### config.mk
export PLATFORM = sky130hd
export DESIGN_NAME = twos_comp_arbiter
export DESIGN_NICKNAME = d
export VERILOG_FILES = /design/src/rtl/twos_comp_arbiter.sv
export SDC_FILE = /design/constraint.sdc
export NUM_CORES = 1
export LEC_CHECK = 0
export ABC_AREA = 0
export ABC_CLOCK_PERIOD_IN_PS = 1900
export BUFFER_PORTS_ARGS = -buffer_cell sky130_fd_sc_hd__buf_2
export CAP_MARGIN = 20
export CORE_MARGIN = 2
export CORE_UTILIZATION = 30
export CTS_BUF_LIST = sky130_fd_sc_hd__clkbuf_8
export DETAILED_ROUTE_END_ITERATION = 10
export PLACE_DENSITY = 0.59
export RECOVER_POWER = 25
export SLEW_MARGIN = 5
export SYNTH_ARGS = -nofsm -noshare
export SYNTH_HDL_FRONTEND = slang
export SYNTH_SLANG_ARGS = --single-unit
### constraint.sdc
create_clock -name clk -period 1.9 [get_ports clk]
set_input_delay 0.38 -clock clk [delete_from_list [all_inputs] [get_ports clk]]
set_output_delay 0.38 -clock clk [all_outputs]
set_load 0.03 [all_outputs]
### src/rtl/twos_comp_arbiter.sv
// Round-robin arbiter sharing one two's-complement negator between two requesters,
// with a single registered valid/ready result port tagged by requester id.
module twos_comp_arbiter #(
    parameter int WIDTH = 8
) (
    input  logic             clk,
    input  logic             rst,
    input  logic             req0,
    input  logic [WIDTH-1:0] a0,
    input  logic             req1,
    input  logic [WIDTH-1:0] a1,
    output logic             gnt0,
    output logic             gnt1,
    output logic [WIDTH-1:0] z,
    output logic             z_id,
    output logic             z_ovf,
    output logic             z_valid,
    input  logic             z_ready,
    output logic             dbg_state
);

    localparam logic [0:0] IDLE = 1'b0;
    localparam logic [0:0] FULL = 1'b1;

    localparam logic [WIDTH-1:0] MOST_NEG = {1'b1, {(WIDTH-1){1'b0}}};

    // Handshake: a result transfers on any edge where z_valid && z_ready; a requester's
    // operand transfers on any edge where its gnt is high. z_ready with z_valid low is ignored.
    logic [0:0]       r_state;
    logic             r_last;
    logic [WIDTH-1:0] r_z;
    logic             r_z_id;
    logic             r_z_ovf;

    logic             w_cap_ok;
    logic             w_sel1;
    logic             w_gnt_any;
    logic [WIDTH-1:0] w_a_sel;
    logic [WIDTH-1:0] w_neg;

    // A held result leaving this cycle frees the register for a new capture.
    assign w_cap_ok  = (r_state == IDLE) || z_ready;
    assign w_sel1    = (req0 && req1) ? ~r_last : req1;
    assign w_gnt_any = w_cap_ok && (req0 || req1) && !rst;

    assign gnt0 = w_gnt_any && !w_sel1;
    assign gnt1 = w_gnt_any && w_sel1;

    assign w_a_sel = w_sel1 ? a1 : a0;
    assign w_neg   = ~w_a_sel + {{(WIDTH-1){1'b0}}, 1'b1};

    always_ff @(posedge clk or posedge rst) begin
        if (rst) begin
            r_state <= IDLE;
            r_last  <= 1'b1;
            r_z     <= '0;
            r_z_id  <= 1'b0;
            r_z_ovf <= 1'b0;
        end else if (w_gnt_any) begin
            r_state <= FULL;
            r_last  <= w_sel1;
            r_z     <= w_neg;
            r_z_id  <= w_sel1;
            r_z_ovf <= (w_a_sel == MOST_NEG);
        end else if ((r_state == FULL) && z_ready) begin
            r_state <= IDLE;
        end
    end

    assign z         = r_z;
    assign z_id      = r_z_id;
    assign z_ovf     = r_z_ovf;
    assign z_valid   = (r_state == FULL);
    assign dbg_state = r_state;

endmodule

==> flow_summary.toml <==
[power_and_ir_drop]
irDropWorstVdd_v = 0.000614
p_total_mw = 0.908
p_leak_nw = 0.514
powerDensity_nw_per_um2 = 864

[final_layout]
drive_above_1_share_pct = 42.5
num-nets-final = 143
final_core_util_pct = 43.2
final_common_cell = "buf_2"
final_cell_mix = "buf_2, dfrtp_1, o21ai_1, nand2_1"
antenna_cells = 0
area_growth_pct = 37.9
final_cell_area_um2 = 1050

[setup_path]
cp.arrival_ns = 1.41
r2r_cells = 7
critical_path_class = "flop to output pin"
rr_startpoint = "r_last"
rr_endpoint = "z[6]"
critPathMaxFanout = 10
crit_path_end_kind = "output pin"
reg2reg_setup_slack_ns = 0.15
required_ns = 1.52
start_kind = "flop"

[cts]
cts_tree = "done"
clk_path_buf_depth = 2
htreeDepth = 1
path_clk_slew_ns = 0.05
cts_made_buffers = 3
cts_hold_buf = 0
worstSkewPairLatency_ns = 0.24
cts.sinks = 12
cts_root_buf = "clkbuf_8"

[timing]
relSlewSlack_pct = 67.5
hold_viol = 0
final_max_slew_viol_count = 0
worst_pin_slew_ns = 0.487
setup-tns-final_ns = 0
clock_skew_ns = 0.00463
fmax_ghz = 0.558
setup_violations = 0
finalCritPeriodShare_pct = 94.2
rsz0062_at_grt = "no"
fin_crit_ns = 1.79
whs_ns = 0.204

[route]
wl_um = 1890
drt-pass1-iter-count = 4
vias_per_cell = 4.79
drc = 0
vias = 719
antenna_left = 0
drt_iter0_drc = 6
wl_per_cell_um = 12.6

[die]
core_area_um2 = 2430
die_area_um2 = 2960
die_height_um = 54.4
floorplan.rows = 18
die_w_um = 54.4
pin_count = 35
start_util_pct = 31.3

[synthesis]
ys_ff_latch = 12
synthFlopType = "dfrtp_1"
synth_edf_count = 0
synth.avg_cell_area_um2 = 9.52
ys_async_sr_fraction_pct = 100
synthesis.area_um2 = 762
syn_inst = 80
synth-seq-area-share_pct = 39.6
yosysWarnings = 0
syn-num-nets = 102
synth_cell_types = 32

[global_routing]
grt_usage_pct = 15.1
grt_pass1_wl_um = 3150
grt_start_max_net_pins = 13
antenna_found_initial = 0
grt_overflow = 0
grt_pass1_vias = 708

[worst_hold_path]
hold_path_class = "primary input to async pin"

[place]
placed_area_um2 = 977
place_congestion = 0.764
dp_hpwl_um = 1550
portBuffers = 34

[outcome]
run_status = "complete, no violations"

[flow_run]
cap_violations = 0
-- cell families after synthesis --
family | Yosys count | synth area share [%]
AND/OR/NAND/NOR | 25 | 18.7
multiplexers | 8 | 10.7
buffers and inverters | 7 | 5.09
flip-flops | 12 | 39.6
AO/OA/AOI/OAI | 22 | 18.6
XOR/XNOR | 5 | 5.75
adder cells (fa/ha/maj) | 1 | 1.64
-- registers in the layout, summed over array words and instances, names as in the netlist --
signal and count:
z_id 1, z_ovf 1, dbg_state 1, r_last 1, z 8
-- cells in the mapped netlist, types with 2 or more instances --
master | n | area share (%)
nor3_1 | 6 | 3.9
o211ai_1 | 2 | 2.0
nor2_1 | 4 | 2.0
xor2_1 | 4 | 4.6
nor2b_1 | 2 | 1.6
inv_1 | 3 | 1.5
nand2_1 | 7 | 3.4
a21oi_1 | 3 | 2.0
mux2i_1 | 7 | 9.2
dfrtp_1 | 11 | 36
o21ai_1 | 8 | 5.3
a21o_1 | 2 | 2.0
a31oi_1 | 2 | 1.6
-- worst max path at each step --
stage | from | end | slack [ns] | cells after the start
floorplan | r_last | z[6] | -0.002 | 8
global placement | req1 | z[6] | 0.17 | 8
detailed placement | req1 | z[6] | 0.08 | 8
CTS | r_last | gnt1 | 0.06 | 4
global route | r_last | z[6] | 0.004 | 7
finish | r_last | gnt1 | 0.11 | 4
-- cell type report --
| class | instances | area [um2] |
|---|---|---|
| clock buffers | 3 | 41.3 |
| clock inverters | 1 | 3.75 |
| fillers | 253 | 1380 |
| inverters | 3 | 11.3 |
| multi-input cells | 61 | 439 |
| flip-flops and latches | 12 | 302 |
| well taps | 30 | 37.5 |
| repair buffers | 40 | 216 |
-- per-layer routing --
metal | vias up | part of all wire (%) | global-route usage (%)
li1 | 367 | - | -
met2 | 24 | 46 | 23.3
met5 | - | 0 | 0
met4 | 0 | 1.7 | 6.25
met3 | 5 | 6.9 | 5.19
met1 | 323 | 45 | 19.1
-- per-stage QoR --
| step | setup slack (ns) | std cells |
|---|---|---|
| after floorplan | -0.00174 | 80 |
| after global placement | 0.167 | 144 |
| after detailed placement | 0.0845 | 144 |
| after CTS | 0.0556 | 148 |
| after global routing | 0.00378 | 150 |
| final | 0.109 | 150 |
-- what timing repair did --
| action | 4_1_cts | 5_1_grt |
|---|---|---|
| buffers inserted | 0 | 2 |
| resized for setup | 0 | 4 |
| setup endpoints to repair | 0 | 2 |
-- critical path, stage by stage (launching register included) --
cell and delay, ns:
dfstp_2 0.38, a21bo_2 0.21, buf_4 0.20, nor3_4 0.16, clkbuf_4 0.22
-- where the power goes --
group / switching [mW] / internal, mW / leakage [nW]
Sequential: 0.0249 / 0.308 / 0.145
Combinational: 0.220 / 0.124 / 0.342
Clock: 0.0901 / 0.142 / 0.0269
Total: 0.335 / 0.573 / 0.514
(Power assumes the default switching activity.)
